[src/rtl/sseg_pkg.sv]
// Shared types and constants for the seven-segment scan decoder.
package sseg_pkg;

    // Decoded symbol code: 0-15 hex digits, plus the special codes below.
    typedef logic [4:0] sym_t;

    localparam sym_t SYM_BLANK   = 5'd16;
    localparam sym_t SYM_MINUS   = 5'd17;
    localparam sym_t SYM_INVALID = 5'd31;

    // Active-high segment patterns, bit order {g,f,e,d,c,b,a}.
    localparam logic [6:0] SEG_HEX_0 = 7'h3F;
    localparam logic [6:0] SEG_HEX_1 = 7'h06;
    localparam logic [6:0] SEG_HEX_2 = 7'h5B;
    localparam logic [6:0] SEG_HEX_3 = 7'h4F;
    localparam logic [6:0] SEG_HEX_4 = 7'h66;
    localparam logic [6:0] SEG_HEX_5 = 7'h6D;
    localparam logic [6:0] SEG_HEX_6 = 7'h7D;
    localparam logic [6:0] SEG_HEX_7 = 7'h07;
    localparam logic [6:0] SEG_HEX_8 = 7'h7F;
    localparam logic [6:0] SEG_HEX_9 = 7'h6F;
    localparam logic [6:0] SEG_HEX_A = 7'h77;
    localparam logic [6:0] SEG_HEX_B = 7'h7C;   // lowercase b
    localparam logic [6:0] SEG_HEX_C = 7'h39;
    localparam logic [6:0] SEG_HEX_D = 7'h5E;   // lowercase d
    localparam logic [6:0] SEG_HEX_E = 7'h79;
    localparam logic [6:0] SEG_HEX_F = 7'h71;
    localparam logic [6:0] SEG_BLANK = 7'h00;
    localparam logic [6:0] SEG_MINUS = 7'h40;

    // Scan FSM: WAIT for a settled single-digit window, HOLD until it changes.
    typedef enum logic {
        WAIT = 1'b0,
        HOLD = 1'b1
    } scan_state_t;

    // True when exactly one anode (active-low) is driven.
    function automatic logic single_anode(input logic [3:0] an);
        logic ok;
        case (an)
            4'b1110, 4'b1101, 4'b1011, 4'b0111: ok = 1'b1;
            default:                            ok = 1'b0;
        endcase
        return ok;
    endfunction

    // Index of the driven anode; only meaningful when single_anode() holds.
    function automatic logic [1:0] anode_index(input logic [3:0] an);
        logic [1:0] idx;
        case (an)
            4'b1110: idx = 2'd0;
            4'b1101: idx = 2'd1;
            4'b1011: idx = 2'd2;
            4'b0111: idx = 2'd3;
            default: idx = 2'd0;
        endcase
        return idx;
    endfunction

endpackage

[src/rtl/sseg_glyph_decode.sv]
// Combinational decode of an active-low 7-segment glyph into a symbol code.
module sseg_glyph_decode
    import sseg_pkg::*;
(
    input  logic [6:0] seg_n,
    output sym_t       sym
);

    logic [6:0] seg_s;

    assign seg_s = ~seg_n;

    // Map the lit-segment pattern to its symbol; anything unrecognised is INVALID.
    always_comb begin
        sym = SYM_INVALID;
        case (seg_s)
            SEG_HEX_0: sym = 5'd0;
            SEG_HEX_1: sym = 5'd1;
            SEG_HEX_2: sym = 5'd2;
            SEG_HEX_3: sym = 5'd3;
            SEG_HEX_4: sym = 5'd4;
            SEG_HEX_5: sym = 5'd5;
            SEG_HEX_6: sym = 5'd6;
            SEG_HEX_7: sym = 5'd7;
            SEG_HEX_8: sym = 5'd8;
            SEG_HEX_9: sym = 5'd9;
            SEG_HEX_A: sym = 5'd10;
            SEG_HEX_B: sym = 5'd11;
            SEG_HEX_C: sym = 5'd12;
            SEG_HEX_D: sym = 5'd13;
            SEG_HEX_E: sym = 5'd14;
            SEG_HEX_F: sym = 5'd15;
            SEG_BLANK: sym = SYM_BLANK;
            SEG_MINUS: sym = SYM_MINUS;
            default:   sym = SYM_INVALID;
        endcase
    end

endmodule

[src/rtl/sseg_scan_decoder.sv]
// Monitors a multiplexed seven-segment bus and rebuilds four-digit frames.
module sseg_scan_decoder
    import sseg_pkg::*;
#(
    parameter int unsigned SETTLE  = 4,
    parameter int unsigned TIMEOUT = 1_000_000
) (
    input  logic        clk,
    input  logic        clr,
    input  logic [7:0]  sseg,
    input  logic [3:0]  an,
    output logic [19:0] digits,
    output logic [3:0]  dp,
    output logic        frame_valid,
    output logic        frame_err,
    output logic        scan_lost
);

    localparam int unsigned       IDLE_W    = $clog2(TIMEOUT + 1);
    localparam logic [3:0]        SETTLE_C  = 4'(SETTLE);
    localparam logic [IDLE_W-1:0] TIMEOUT_C = IDLE_W'(TIMEOUT);

    logic [7:0]        r_sseg;
    logic [3:0]        r_an;
    logic [3:0]        stab_r;
    logic [3:0]        stab_s;
    scan_state_t       state_r;
    scan_state_t       state_s;
    logic              capture_s;
    sym_t              sym_s;
    logic [1:0]        slot_s;
    logic [3:0]        mask_r;
    logic [3:0]        mask_upd_s;
    logic [3:0][4:0]   stage_r;
    logic [3:0][4:0]   stage_upd_s;
    logic [3:0]        dp_stage_r;
    logic [3:0]        dp_upd_s;
    logic              frame_done_s;
    logic              err_s;
    logic [IDLE_W-1:0] idle_r;

    sseg_glyph_decode u_glyph (
        .seg_n (r_sseg[6:0]),
        .sym   (sym_s)
    );

    assign slot_s = anode_index(r_an);

    // Stability count: zero when the bus just changed, else count up and saturate.
    always_comb begin
        stab_s = stab_r;
        if ({sseg, an} != {r_sseg, r_an}) begin
            stab_s = 4'd0;
        end else if (stab_r == SETTLE_C) begin
            stab_s = stab_r;
        end else begin
            stab_s = stab_r + 4'd1;
        end
    end

    // Register the bus once and track how long it has been unchanged.
    always_ff @(posedge clk or negedge clr) begin
        if (!clr) begin
            r_sseg <= 8'hFF;
            r_an   <= 4'hF;
            stab_r <= 4'd0;
        end else begin
            r_sseg <= sseg;
            r_an   <= an;
            stab_r <= stab_s;
        end
    end

    // Scan FSM state register.
    always_ff @(posedge clk or negedge clr) begin
        if (!clr) begin
            state_r <= WAIT;
        end else begin
            state_r <= state_s;
        end
    end

    // Capture once per settled single-anode window; re-arm when the bus moves.
    always_comb begin
        state_s   = state_r;
        capture_s = 1'b0;
        case (state_r)
            WAIT: begin
                if ((stab_s == SETTLE_C) && single_anode(r_an)) begin
                    capture_s = 1'b1;
                    state_s   = HOLD;
                end else begin
                    state_s   = WAIT;
                end
            end
            HOLD: begin
                if (stab_s == 4'd0) begin
                    state_s = WAIT;
                end else begin
                    state_s = HOLD;
                end
            end
            default: begin
                state_s = WAIT;
            end
        endcase
    end

    // Staging contents as they will look after this cycle's capture (newest wins).
    always_comb begin
        stage_upd_s = stage_r;
        dp_upd_s    = dp_stage_r;
        mask_upd_s  = mask_r;
        if (capture_s) begin
            stage_upd_s[slot_s] = sym_s;
            dp_upd_s[slot_s]    = ~r_sseg[7];
            mask_upd_s[slot_s]  = 1'b1;
        end else begin
            stage_upd_s = stage_r;
        end
        frame_done_s = capture_s && (mask_upd_s == 4'hF);
        err_s        = 1'b0;
        for (int i = 0; i < 4; i++) begin
            err_s = err_s | (stage_upd_s[i] == SYM_INVALID);
        end
    end

    // Staging, frame publication and scan-loss supervision.
    always_ff @(posedge clk or negedge clr) begin
        if (!clr) begin
            stage_r     <= {4{SYM_BLANK}};
            dp_stage_r  <= 4'h0;
            mask_r      <= 4'h0;
            digits      <= {4{SYM_BLANK}};
            dp          <= 4'h0;
            frame_valid <= 1'b0;
            frame_err   <= 1'b0;
            scan_lost   <= 1'b0;
            idle_r      <= '0;
        end else begin
            stage_r     <= stage_upd_s;
            dp_stage_r  <= dp_upd_s;
            frame_valid <= frame_done_s;
            if (frame_done_s) begin
                digits    <= stage_upd_s;
                dp        <= dp_upd_s;
                frame_err <= err_s;
                mask_r    <= 4'h0;
            end else if (capture_s) begin
                mask_r    <= mask_upd_s;
            end else if (idle_r == TIMEOUT_C) begin
                // A stalled scan abandons any partially collected frame.
                mask_r    <= 4'h0;
            end else begin
                mask_r    <= mask_r;
            end
            if (capture_s) begin
                idle_r    <= '0;
                scan_lost <= 1'b0;
            end else if (idle_r == TIMEOUT_C) begin
                idle_r    <= idle_r;
                scan_lost <= 1'b1;
            end else begin
                idle_r    <= idle_r + 1'b1;
                scan_lost <= scan_lost;
            end
        end
    end

endmodule
[config.mk]
export PLATFORM = sky130hd
export DESIGN_NAME = sseg_scan_decoder
export DESIGN_NICKNAME = d
export VERILOG_FILES = /design/src/rtl/sseg_pkg.sv /design/src/rtl/sseg_glyph_decode.sv /design/src/rtl/sseg_scan_decoder.sv
export SDC_FILE = /design/constraint.sdc
export NUM_CORES = 1
export LEC_CHECK = 0
export CORE_MARGIN = 2
export CORE_UTILIZATION = 60
export CTS_CLUSTER_SIZE = 30
export DETAILED_ROUTE_END_ITERATION = 8
export DONT_BUFFER_PORTS = 1
export PLACE_DENSITY = 0.78
export SLEW_MARGIN = 0
export SYNTH_ARGS = -nofsm -noshare
export SYNTH_HDL_FRONTEND = slang
export SYNTH_SLANG_ARGS = --single-unit
[constraint.sdc]
create_clock -name clk -period 3.1 [get_ports clk]
set_input_delay 0.93 -clock clk [delete_from_list [all_inputs] [get_ports clk]]
set_output_delay 0.93 -clock clk [all_outputs]
set_load 0.01 [all_outputs]
Word-level counts from Yosys, hierarchy flattened --
Cells that the tools add are included. W data, S select, Z words.
Storage, ports and cells: bits in registers 92, input bits 14, output and inout bits 27, word-level logic and storage cells 92
Cells by class: $add $sub $neg 2, magnitude comparators 2, equal/unequal tests 31, muxes and demuxes 26, bitwise operators 7, reductions and logical operators 8
Operators by type and width (number):
- $eq A7 B7 Y1 const B | 13
- $pmux W5 S18 | 1
- $mux W20 | 3
- $mux W4 | 7
- $add A20 B1 Y20 const B | 1
- $bwmux W20 | 1
- $eq A20 B20 Y1 const B | 1
- $eq A5 B5 Y1 const B | 4
- $eq A4 B4 Y1 const B | 4
- $eq A7 B3 Y1 const B | 2
- $eq A7 B6 Y1 const B | 2
- $eq A4 B3 Y1 const B | 3
- $ne A12 B12 Y1 | 1
- $demux W5 S2 | 1
- $mux W1 | 8
- $logic_not A7 Y1 | 1
- $not A7 Y7 | 1
- $pmux W2 S3 | 1
- $mux W5 | 1
- $add A4 B1 Y4 const B | 1
- $bwmux W4 | 1
- $logic_not A4 Y1 | 1
- $or A4 B4 Y4 | 1
- $reduce_or A4 Y1 | 1
- 10 further kinds | 15

Longest topological paths before layout --
word-level depth 12, mapped depth 13, mapped depth without buffers 10

Cells and area by module --
A second synthesis with hierarchy kept.
Second synthesis, totals: cell total of the unflattened synthesis 424, area total of the unflattened synthesis 4643.2 um^2
By module, submodules not included:
- sseg_scan_decoder | instances 1, cells each 353, area an instance 4172.8 um^2, seq. area each 2327.2 um^2
- sseg_glyph_decode | instances 1, cells each 71, area an instance 470.5 um^2, seq. area each 0.0 um^2

Worst setup path after synthesis --
OpenSTA, ideal clock, no wires.
kind in2reg, start input port sseg[6], end register digits[17], arrival time 2.938 ns, data required time 2.972 ns, slack 0.034 ns, cell stages on the path 7, path through xnor2_1 -> nand4_1 -> or4_1 -> buf_2 -> nor3_2 -> mux2_2 -> mux2_1
RTL lines:
- from (decl) | line sseg_scan_decoder.sv:10 | input logic [7:0] sseg,
- to (signal assigned) | line sseg_scan_decoder.sv:134 | digits <= {4{SYM_BLANK}};
- to (signal assigned) | line sseg_scan_decoder.sv:145 | digits <= stage_upd_s;
- to (decl) | line sseg_scan_decoder.sv:12 | output logic [19:0] digits,

==> qor.yml <==
clock_tree:
  cts_tree: "yes"
  numCtsBuffers: 9
  cts.htree.levels: 3
  cts_buffer_depth: 2
  clock-sinks: 92
  root_buffer: "clkbuf_8"
  cts_resized: 0
  insertion_delay_ns: 0.36
  cts.reportedPaths.clkPinSlew_ns: 0.10
  cts_hold_buf: 0
  post_cts_buffers: 0
cells_and_area:
  diodes: 0
  stdcell_area_mm2: 0.00507
  multi_input_area_mm2: 0.00216
  fin_cells: 569
  regArea_mm2: 0.00233
  nFillCells: 621
  drive_above_1_share_pct: 23.1
  area_growth_pct: 7.39
  final_nets: 480
synthesis:
  yosysTopAreaCell: "dfrtp_1"
  syn_inst: 453
  async_reset_ff_share_pct: 100
  yosys-top-cells-count: "dfrtp_1 (72), nand2_1 (65), nor2_1 (42)"
  synth_warnings: 0
  ys_ff_latch: 92
  yosysUniqueCellTypes: 58
  ys.flop_type: "dfrtp_1"
  syn_area_mm2: 0.00472
  synth-edff-count: 0
  syn_nets: 471
  synthTopCellsByArea: "dfrtp_1 (38%), dfstp_2 (11%), mux2_2 (5.2%)"
  synthMostInstantiatedCell: "dfrtp_1"
  synth.avg_cell_area_um2: 10.4
  synth_seq_area_share_pct: 49.3
  synth.top_cell.area_share_pct: 38.2
worst_setup_path:
  critPathLaunch: "r_sseg[6]$_DFF_PN1_"
  start_kind: "register"
  worstSetupEndpointType: "register"
  arrival_ns: 3.07
  crit_path_max_fanout: 13
  rr_worst_depth: 7
  crit_end: "digits[7]$_DFFE_PN0N_"
  r2r_slack_ns: 0.27
  worstPathRequired_ns: 3.34
  r2r_end: "digits[7]$_DFFE_PN0N_"
  reg2reg_from: "r_sseg[6]$_DFF_PN1_"
  crit_type: "register to register"
placed_design:
  placed_area_mm2: 0.00486
  hpwlAfterDp_um: 6550
  place.gp.congestion: 0.846
  place_inst: 553
  port_buffers: 0
global_routing:
  grtUsageTotal_pct: 23.2
  grt_max_degree: 93
  first_global_vias: 3337
  grt_pass1_wl_um: 15900
  grt_overflow: 0
  antenna_found_initial: 0
floorplan:
  dieArea_mm2: 0.00860
  num_rows: 32
  dieWidth_um: 92.7
  die_y_um: 92.7
  coreArea_mm2: 0.00769
  ioPinCount: 41
  initial_core_util_pct: 61.4
drt:
  drt-pass1-iter-count: 4
  wl_per_cell_um: 16.6
  drt_iter0_drc: 173
  detail-route-antenna-nets: 0
  postRouteWirelength_um: 9470
  num_vias: 3348
  drc: 0
  viasPerCell: 5.88
timing:
  fin_crit_sh_pct: 91.2
  slew_headroom_pct: 63.6
  clock_skew_ns: 0.0114
  hold_viol: 0
  tns_ns: 0
  tightestPinTransition_ns: 0.541
  rsz0062_at_grt: "no"
  slew_violations: 0
  setup_viol: 0
  min_period_ns: 2.83
  max_freq_mhz: 354
power:
  pwr_density_cell_mw_per_mm2: 457
  vdd_ir_drop_max_mv: 0.275
  p_leak_nw: 2.35
  p_total_mw: 2.32
flow_run:
  cap_violations: 0
hold_path:
  hp-class: "input pin to asynchronous set/reset pin"
outcome:
  status: "complete, no violations"
-- layout by cell type, fill, tap and decap left out, types with 8 or more instances in the layout --
cell type,netlist,layout
dfrtp_1,72,72
nand2_1,65,65
nor2_1,42,42
mux2_2,22,22
buf_4,0,22
dfstp_2,20,20
inv_1,16,16
xnor2_1,15,15
nand2_2,15,15
xor2_1,14,14
nand4_1,13,13
nand3_1,12,12
a21oi_1,11,11
clkbuf_8,0,9
o21ai_0,8,8
-- per-stage QoR --
stage                     utilization, %  hold WS [ns]  setup WS [ns]
after global placement              63.2         0.468         0.0728
final                               66.0         0.250          0.273
after global routing                66.0         0.230          0.136
after detailed placement            63.2         0.473         0.0272
after floorplan                        -         0.460         0.0340
after CTS                           66.0         0.240          0.273
-- registers in the layout, summed over array words and instances, names as in the netlist --
signal       flops
stage_r         20
idle_r          20
r_sseg           8
dp_stage_r       4
scan_lost        1
stab_r           4
digits          20
r_an             4
dp               4
state_r          1
frame_err        1
mask_r           4
frame_valid      1
-- how the worst min path moves through the flow --
stage	startpoint	to	slack [ns]	cells past startpoint
floorplan	digits[14]$_DFFE_PN1N_	digits[14]$_DFFE_PN1N_	0.46	2
global placement	digits[4]$_DFFE_PN1N_	digits[4]$_DFFE_PN1N_	0.47	2
detailed placement	digits[4]$_DFFE_PN1N_	digits[4]$_DFFE_PN1N_	0.47	2
CTS	clr	digits[16]$_DFFE_PN0N_	0.24	0
global route	clr	stab_r[3]$_DFF_PN0_	0.23	0
finish	clr	stab_r[3]$_DFF_PN0_	0.25	0
-- where the power goes --
group | total [mW] | internal [mW] | switching, mW
combinational | 0.149 | 0.0734 | 0.0760
clock | 0.869 | 0.397 | 0.472
sequential | 1.30 | 1.25 | 0.0561
-- logic make-up (layout without fill, tap and decap cells) --
family	after synthesis	count (layout)	synth area share, %
xor+xnor	33	33	7.23
compound gates	39	39	5.83
simple gates	213	213	24.4
flops	92	92	49.3
mux	31	31	7.21
buf+inv	41	55	5.03
fa+ha+maj	4	4	1.06
-- final cells by class --
cell class                 instances  area share (%)
clock buffer                       9            2.44
inverter                          16            1.18
timing repair buffer              23            3.65
sequential                        92            45.9
multi-input combinational        320            42.5
tap                              102            2.52
clock inverter                     7            1.78
-- worst max-delay path: stages (launching register included) --
cell     delay [ns]
dfstp_2        0.69
xnor2_1        0.18
nand4_1        0.11
or4_1          0.66
nor3_4         0.24
buf_4          0.20
mux2_2         0.35
mux2_1         0.29
-- metal layers --
metal / vias to the layer above / GRT usage [%] / share of wire, %
li1: 1586 / - / -
met1: 1671 / 31.4 / 46
met2: 74 / 36.6 / 48
met3: 17 / 4.96 / 4.7
met4: 0 / 9.44 / 1.6
met5: - / 0 / 0
(Power assumes the default switching activity.)
